==> src/rtl/mux_arb_pkg.sv <==
// Shared types and constants for the 16-input mux round-robin arbiter.
package mux_arb_pkg;

  localparam int ARB_NUM_REQ          = 16;
  localparam int ARB_SEL_WIDTH        = 4;
  localparam int ARB_MAX_HOLD_DEFAULT = 8;
  localparam int ARB_HOLD_W           = 8;

  typedef enum logic {
    ARB_IDLE = 1'b0,
    ARB_BUSY = 1'b1
  } arb_state_e;

endpackage

==> src/rtl/rr_pick16.sv <==
// Combinational round-robin search: first set request at or above ptr_i, wrapping 15 -> 0.
module rr_pick16
  import mux_arb_pkg::*;
(
  input  logic [ARB_NUM_REQ-1:0]   req_i,
  input  logic [ARB_SEL_WIDTH-1:0] ptr_i,
  output logic [ARB_NUM_REQ-1:0]   win_o,
  output logic [ARB_SEL_WIDTH-1:0] idx_o,
  output logic                     vld_o
);

  logic [ARB_SEL_WIDTH-1:0] cand;

  // Walk offsets from farthest to nearest so the nearest hit is written last and wins.
  always_comb begin
    win_o = '0;
    idx_o = ptr_i;
    vld_o = 1'b0;
    cand  = ptr_i;
    for (int i = ARB_NUM_REQ - 1; i >= 0; i--) begin
      cand = ptr_i + ARB_SEL_WIDTH'(i);
      if (req_i[cand]) begin
        idx_o = cand;
        vld_o = 1'b1;
      end
    end
    if (vld_o) begin
      win_o[idx_o] = 1'b1;
    end
  end

endmodule

==> src/rtl/mux_16x1_rr_arbiter.sv <==
// Round-robin grant scheduler driving mux_16x1.sel; holds each grant until done.
// Optional hold timeout compiled in with `define MUX_ARB_TIMEOUT_EN.
module mux_16x1_rr_arbiter
  import mux_arb_pkg::*;
#(
  parameter int NUM_REQ   = ARB_NUM_REQ,
  parameter int SEL_WIDTH = ARB_SEL_WIDTH,
  parameter int MAX_HOLD  = ARB_MAX_HOLD_DEFAULT
) (
  input  logic                 clk,
  input  logic                 rst,
  input  logic [NUM_REQ-1:0]   req,
  input  logic                 done,
  input  logic                 mux_out,
  output logic [NUM_REQ-1:0]   grant,
  output logic [SEL_WIDTH-1:0] sel,
  output logic                 grant_valid,
  output logic                 data_q,
  output logic                 timeout
);

  if (NUM_REQ != ARB_NUM_REQ || SEL_WIDTH != ARB_SEL_WIDTH ||
      MAX_HOLD < 1 || MAX_HOLD > 255) begin : g_bad_params
    $error("mux_16x1_rr_arbiter: unsupported parameter combination");
  end

  arb_state_e           state_q, state_d;
  logic [SEL_WIDTH-1:0] ptr_q, ptr_d;
  logic [SEL_WIDTH-1:0] sel_q, sel_d;
  logic [NUM_REQ-1:0]   grant_q, grant_d;
  logic                 capt_q, capt_d;
  logic                 expire;

  logic [NUM_REQ-1:0]   pick_win;
  logic [SEL_WIDTH-1:0] pick_idx;
  logic                 pick_vld;

  rr_pick16 u_pick (
    .req_i (req),
    .ptr_i (ptr_q),
    .win_o (pick_win),
    .idx_o (pick_idx),
    .vld_o (pick_vld)
  );

`ifdef MUX_ARB_TIMEOUT_EN
  logic [ARB_HOLD_W-1:0] hold_q, hold_d;
  logic                  timeout_q, timeout_d;

  assign expire    = (hold_q == ARB_HOLD_W'(MAX_HOLD - 1));
  assign hold_d    = (state_q == ARB_BUSY) ? hold_q + ARB_HOLD_W'(1) : '0;
  // A coincident done is an ordinary release, so no timeout pulse.
  assign timeout_d = (state_q == ARB_BUSY) && expire && !done;

  always_ff @(posedge clk) begin
    if (rst) begin
      hold_q    <= '0;
      timeout_q <= 1'b0;
    end else begin
      hold_q    <= hold_d;
      timeout_q <= timeout_d;
    end
  end

  assign timeout = timeout_q;
`else
  assign expire  = 1'b0;
  assign timeout = 1'b0;
`endif

  always_comb begin
    state_d = state_q;
    ptr_d   = ptr_q;
    sel_d   = sel_q;
    grant_d = grant_q;
    capt_d  = capt_q;
    case (state_q)
      ARB_IDLE: begin
        if (pick_vld) begin
          state_d = ARB_BUSY;
          grant_d = pick_win;
          sel_d   = pick_idx;
        end
      end
      ARB_BUSY: begin
        if (done || expire) begin
          state_d = ARB_IDLE;
          grant_d = '0;
          ptr_d   = sel_q + 1'b1;
          capt_d  = mux_out;
        end
      end
      default: begin
        state_d = ARB_IDLE;
        grant_d = '0;
      end
    endcase
  end

  always_ff @(posedge clk) begin
    if (rst) begin
      state_q <= ARB_IDLE;
      ptr_q   <= '0;
      sel_q   <= '0;
      grant_q <= '0;
      capt_q  <= 1'b0;
    end else begin
      state_q <= state_d;
      ptr_q   <= ptr_d;
      sel_q   <= sel_d;
      grant_q <= grant_d;
      capt_q  <= capt_d;
    end
  end

  assign grant       = grant_q;
  assign sel         = sel_q;
  assign grant_valid = (state_q == ARB_BUSY);
  assign data_q      = capt_q;

endmodule

==> config.mk <==
export PLATFORM = sky130hd
export DESIGN_NAME = mux_16x1_rr_arbiter
export DESIGN_NICKNAME = d
export VERILOG_FILES = /design/src/rtl/mux_arb_pkg.sv /design/src/rtl/rr_pick16.sv /design/src/rtl/mux_16x1_rr_arbiter.sv
export SDC_FILE = /design/constraint.sdc
export NUM_CORES = 1
export LEC_CHECK = 0
export CAP_MARGIN = 20
export CORE_UTILIZATION = 52
export CTS_CLUSTER_DIAMETER = 30
export DETAILED_ROUTE_END_ITERATION = 8
export PLACE_DENSITY = 0.79
export SLEW_MARGIN = 40
export SYNTH_ARGS = -nofsm -noshare
export SYNTH_HDL_FRONTEND = slang
export SYNTH_SLANG_ARGS = --single-unit
==> constraint.sdc <==
create_clock -name clk -period 3.8 [get_ports clk]
set_input_delay 0.76 -clock clk [delete_from_list [all_inputs] [get_ports clk]]
set_output_delay 0.76 -clock clk [all_outputs]
set_load 0.02 [all_outputs]
==> key figures, run 1 <==
Logic synthesis
  • Syn Area/Cell: 8.92 µm²
  • Ys flop type: dfxtp_1
  • Ys Warns: 0
  • Post-synth EDFFs: 0
  • Yosys cell types: 71
  • Asr flop ratio synth: 0%
  • Syn Nets: 403
  • Post-synthesis register bit count: 26
  • Synth Instances: 375
  • Post-synth top area cell: dfxtp_1
  • Top-count cell post-synth: mux2i_1
  • Commonest cells in the netlist: mux2i_1 (41), nor2_1 (32), nand2_1 (30), dfxtp_1 (26), mux2_2 (20)
  • Area contributors post-synth: dfxtp_1 (16%), mux2i_1 (12%), mux4_2 (11%)
  • Cell Area, Synth: 3340 µm²
  • Register area share after synthesis: 15.6%
  • Area share of the leading cell type in the synthesized netlist: 15.6%

Timing
  • Final setup violation count: 0
  • Skew final: 5.67 ps
  • Max Fclk: 267 MHz
  • Setup_tns: 0 ps
  • Slew headroom: 57.1%
  • Fin crit share: 98.6%
  • Minimum clock period: 3750 ps
  • Fin. max-slew vios: 0
  • Worst slew pin tran: 639 ps
  • Worst hold slack: 473 ps
  • Final hold viol count: 0

Detailed routing
  • DRT Wirelength: 11600 µm
  • Antenna Violating Nets Remaining: 0
  • First-pass detailed-route iteration total: 6
  • Iteration-0 DRC Markers: 500
  • # DRC: 0
  • Drt wl/cell: 20.3 µm
  • Via count: 3738
  • Drt via density: 6.55

Global routing
  • Antenna violations before repair: 0
  • GRT Overall Usage: 33.0%
  • Vias in the first global route: 3350
  • GR Util met3: 4.95%
  • Met1 Track Usage GR: 43.9%
  • GRT overflow: 0
  • GR peak layer: met2
  • First-pass GRT wire length: 16700 µm
  • GR met2 Demand/Resource: 55.0%
  • Largest net degree at the start of global routing: 27

Worst setup path
  • CP endpoint: grant[13]
  • Reg2Reg Launch Point: ptr_q[1]
  • Startpoint types: register
  • Worst Setup SP: ptr_q[1]
  • R2r setup slk: 50 ps
  • Worst-case reg-to-reg path depth: 14
  • Worst Path Required: 4020 ps
  • Worst R2R End: grant[13]
  • Critical path class: register to register
  • Arrival time worst endpoint: 3970 ps
  • CP Max Fanout: 26
  • Crit end category: register

Clock network
  • Num Clock Sinks: 26
  • Clock Tree Buf Depth: 2
  • Htree depth: 1
  • CTS Hold Buffers Added: 0
  • Clock tree root buffer cell: clkbuf_8
  • Clock transition at the registers of the reported paths: 90 ps
  • TritonCTS buffer count: 3
  • CTS tree: done
  • Worst-Skew Late Latency: 270 ps

Die
  • Die Y: 82.2 µm
  • Die outline width: 82.2 µm
  • Cell Rows: 28
  • Ports: 43
  • DIE AREA: 6760 µm²
  • Core area: 6060 µm²
  • Starting Density: 55.2%

Outcome
  • Outcome: completed

Worst hold path
  • HP Class: register to register
  • Min-Delay Startpoint: grant[15]

Layout
  • Synth-to-Final Area Change: 42.0%
  • Fillers: 391
  • Final std cells w/o fill: 571
  • Register area: 520 µm²
  • Area of the multi-input gates: 2800 µm²
  • NumNets Final: 525
  • Layout cell share with drive strength beyond 1: 35.3%
  • Final Util: 78.3%
  • N_diodes: 0

Placed design
  • Final HPWL DP: 8570 µm
  • GP Congestion: 1.00
  • Dpl cells: 554
  • IO Port Bufs: 41

Power and ir drop
  • Leak: 2.02 nW
  • Peak VDD IR: 0.359 mV
  • Power per standard cell area: 387 nW/µm²

Flow run
  • Maxcap violations: 0
[worst max-delay path, stage by stage, from the launching register on]
cell and delay [ps]:
dfxtp_1 360, buf_6 280, ha_1 320, xnor2_1 250
buf_4 240, mux2i_4 230, o211ai_1 240, buf_4 220
nor4_1 370, o31ai_2 130, nand4_1 140, a221o_4 190
buf_4 100, nor3b_4 370, a32o_1 240
[sequential cells by signal, indices dropped and copies added, names as in the netlist]
| register | cells |
|---|---|
| data_q | 1 |
| ptr_q | 4 |
| grant_valid | 1 |
| sel | 4 |
| grant | 16 |
[routing by layer]
metal / wire, µm / part of all wire [%] / up-vias
li1: - / - / 1685
met1: 4840 / 42 / 1801
met2: 5390 / 46 / 213
met3: 1000 / 8.7 / 39
met4: 362 / 3.1 / 0
met5: 0 / 0 / -
[stage by stage]
stage	instance area, µm²	power [mW]	setup WS (ps)
floorplan	3380	1.01	1.04
global placement	4390	1.42	-233
detailed placement	4390	1.44	-341
CTS	4480	1.69	7.90
global route	4750	1.92	-67.2
finish	4750	1.84	51.7
[where the power goes]
part / internal [mW] / switching, mW / leakage, nW
registers: 0.295 / 0.0218 / 0.211
logic: 0.631 / 0.663 / 1.77
clock network: 0.141 / 0.0864 / 0.0357
total: 1.07 / 0.771 / 2.02
[timing repair]
item / 4_1_cts / 5_1_grt
hold endpoints to repair: 0 / 0
gates resized for setup: 2 / 49
buffers inserted: 1 / 13
pin swaps: 1 / 16
setup endpoints to repair: 9 / 18
[worst min path at each step]
stage	end	slack, ps	depth (start not counted)
after floorplan	data_q	580	2
after global placement	grant[6]	450	1
after detailed placement	grant[6]	460	1
after CTS	grant[15]	480	1
after global routing	grant[15]	490	1
final	grant[15]	470	1
[placed cells by master (no fill, tap or decap), types with 4 or more instances in the layout]
cell type	n
nor2b_1	5
nor2_1	31
a21oi_1	10
xor2_1	5
a22oi_1	5
mux2_2	18
nor3_1	9
mux2i_4	6
o211ai_1	5
nand2_1	29
o21ai_0	8
a32o_1	8
ha_1	7
buf_4	90
buf_6	7
nand3_1	10
a211oi_1	4
a22o_1	8
mux2i_1	36
inv_1	8
mux4_2	17
o22ai_1	4
dlymetal6s2s_1	16
xnor2_1	10
dfxtp_1	26
clkdlybuf4s50_1	25
[cell families after synthesis]
kind of cell	share of synthesized area, %
simple gates	18.8
compound gates	21.0
mux	31.5
buf+inv	5.09
flops	15.6
xor+xnor	4.90
fa+ha+maj	2.99
other cells	0.112
[cell type report]
class | instances | area share, %
Clock buffer | 3 | 0.870
Timing Repair Buffer | 139 | 25.8
Clock inverter | 1 | 0.632
Inverter | 10 | 0.791
Sequential cell | 26 | 11.0
Multi-Input combinational cell | 317 | 59.0
Tap cell | 75 | 1.98
Note: power is estimated with default switching activity, not from simulation.
==> run 2, diff against run 1 <==
CORE_MARGIN = 3   (was not set)
==> key figures, run 2 (synthesized netlist as in run 1, its figures left out) <==
Timing
  • Fin crit share: 97.8% (-0.83 points)
  • Max Fclk: 269 MHz (+0.85%)
  • Minimum clock period: 3720 ps (-31.6 ps)
  • Final hold viol count: 0 (unchanged)
  • Final setup violation count: 0 (unchanged)
  • Skew final: 3.67 ps (-2.00 ps)
  • Fin. max-slew vios: 0 (unchanged)
  • Worst hold slack: 482 ps (+9.10 ps)
  • Slew headroom: 55.2% (-1.8 points)
  • Worst slew pin tran: 669 ps (+30.0 ps)

Layout
  • Final std cells w/o fill: 567 (-0.70%)
  • Largest register FFs: 16 (unchanged)
  • Most common cell after layout, fill and taps aside: buf_4
  • Synth-to-Final Area Change: 42.1%
  • Most frequent cells in the layout: buf_4 (89), mux2i_1 (35), nor2_1 (31)
  • Fillers: 405 (+3.6%)
  • Layout cell share with drive strength beyond 1: 36.8% (+1.5 points)
  • N_diodes: 0 (unchanged)
  • Final instance area: 4750 µm² (+0.11%)
  • NumNets Final: 521 (-0.76%)

Global routing
  • Largest net degree at the start of global routing: 33 (+22%)
  • First-pass GRT wire length: 18000 µm (+8.0%)
  • GR peak layer: met2
  • Vias in the first global route: 3498 (+4.4%)
  • Antenna violations before repair: 0 (unchanged)
  • Met1 Track Usage GR: 41.4% (-2.5 points)
  • GRT Overall Usage: 30.3% (-2.7 points)
  • GR Util met3: 3.99% (-0.95 points)
  • GR met2 Demand/Resource: 51.0% (-3.9 points)
  • GRT overflow: 0 (unchanged)

Worst setup path
  • Worst Path Required: 3970 ps (-50 ps)
  • Most used cell, CP: buf_4
  • Max stage delay on crit path: 520 ps (+150 ps)
  • CP cell instances: clkdlybuf4s50_1 -> mux4_2 -> buf_4 -> buf_4 -> mux2i_1 -> mux2_2 -> inv_1 -> a211oi_2 -> a21boi_2 -> nor3b_2 -> a221o_4 -> nor3b_4 -> a32o_2
  • Startpoint types: primary input
  • Critical path class: primary input to register
  • Slowest stage cell, crit path: mux4_2
  • CP Max Fanout: 8 (-69%)
  • Crit end category: register
  • Arrival time worst endpoint: 3880 ps (-90 ps)

Outcome
  • Outcome: completed

Detailed routing
  • DRT Wirelength: 11400 µm (-1.9%)
  • Antenna Violating Nets Remaining: 0 (unchanged)
  • # DRC: 0 (unchanged)
  • First-pass detailed-route iteration total: 6 (unchanged)
  • Drt wl/cell: 20.1 µm (-1.2%)
  • Drt via density: 6.44 (-1.7%)
  • Via count: 3649 (-2.4%)
  • Iteration-0 DRC Markers: 277 (-45%)

Worst hold path
  • HP Class: register to register

Clock network
  • TritonCTS buffer count: 3 (unchanged)
  • Clock tree root buffer cell: clkbuf_8
  • CTS Hold Buffers Added: 0 (unchanged)
  • Num Clock Sinks: 26 (unchanged)
  • Clock transition at the registers of the reported paths: 90 ps (about the same)
  • Htree depth: 1 (unchanged)
  • Worst-Skew Late Latency: 270 ps (about the same)
  • CTS tree: done
  • Clock Tree Buf Depth: 2 (unchanged)

Power and ir drop
  • Leak: 1.98 nW (-2.0%)
  • Peak VDD IR: 0.360 mV (about the same)
  • P_int: 1.05 mW (-1.2%)
  • Power per standard cell area: 383 nW/µm² (-1.1%)
  • Net load switching power: 0.765 mW (-0.77%)
  • Net Sw Frac: 42.1% (+0.12 points)
  • Sequential cell fraction of total power: 17.3% (about the same)
  • Combinational cell fraction of total power: 70.5% (about the same)
  • Clock share of power: 12.2% (-0.2 points)

Placed design
  • Final HPWL DP: 8650 µm (+0.94%)
  • GP Congestion: 1.00 (about the same)
  • DP Area: 4410 µm² (+0.46%)
  • Dpl cells: 555 (+0.18%)
  • IO Port Bufs: 41 (unchanged)

Die
  • Ports: 43 (unchanged)
  • Die Y: 86.2 µm (+4.9%)
  • Core area: 6060 µm² (unchanged)
  • Die outline width: 86.2 µm (+4.9%)
  • DIE AREA: 7430 µm² (+10%)
  • Starting Density: 55.2% (unchanged)
  • Cell Rows: 28 (unchanged)

Flow run
  • Maxcap violations: 0 (unchanged)
## run 2: changes by cell type in the layout (fill, tap and decap cells not counted), sizes merged
cell | previous run | this run
dlymetal6s2s | 16 | 13
buf | 98 | 94
clkdlybuf4s50 | 25 | 28
## run 2: layer usage
layer  wire (µm)  vias up
met3         806       19
met5           0        -
met4         206        0
met1        4820     1774
met2        5540      165
li1            -     1691
## run 2: what timing repair did
item | 4_1_cts | 5_1_grt
setup buffers | 6 | 2
setup endpoints to repair | 14 | 19
pin swaps | 4 | 11
gates resized for setup | 7 | 45
## run 2: final timing paths
check / from / to / slack [ps] / cells after the start
min: grant[4] / grant[4] / 480 / 1
max: req[3] / grant[14] / 80 / 13
max reg2reg: ptr_q[0] / grant[14] / 180 / 14
min reg2reg: grant[4] / grant[4] / 480 / 1
## run 2: final cells by class
cell class,count,area [µm²],area share [%]
Multi-Input combinational cell,317,2840,59.8
Timing Repair Buffer,135,1180,24.9
Sequential cell,26,522,11.0
Tap cell,75,93.8,1.97
Clock buffer,3,41.3,0.869
Inverter,10,37.5,0.790
Clock inverter,1,30.0,0.632
## run 2: power by group through the flow
stage               clock, mW  combinational [mW]  sequential [mW]
floorplan                   0               0.674            0.339
global placement            0                1.11            0.319
detailed placement          0                1.13            0.320
CTS                     0.228                1.19            0.314
global route            0.238                1.37            0.317
finish                  0.223                1.28            0.314
## run 2: stage by stage
| step | TNS (ps) | util (%) | power, mW | setup slack, ps |
|---|---|---|---|---|
| final | 0 | 78.4 | 1.82 | 83.3 |
| after global routing | -8.70 | 78.4 | 1.92 | -4.25 |
| after CTS | 0 | 75.5 | 1.73 | 9.32 |
| after detailed placement | -5210 | 72.8 | 1.45 | -381 |
| after global placement | -4770 | 72.8 | 1.43 | -331 |
| after floorplan | 0 | - | 1.01 | 1.04 |
## run 2: worst max-delay path, delay by kind of cell
kind / cells / cell delay (ps)
buf+inv: 4 / 840
simple gates: 2 / 260
mux: 3 / 900
compound gates: 4 / 1120
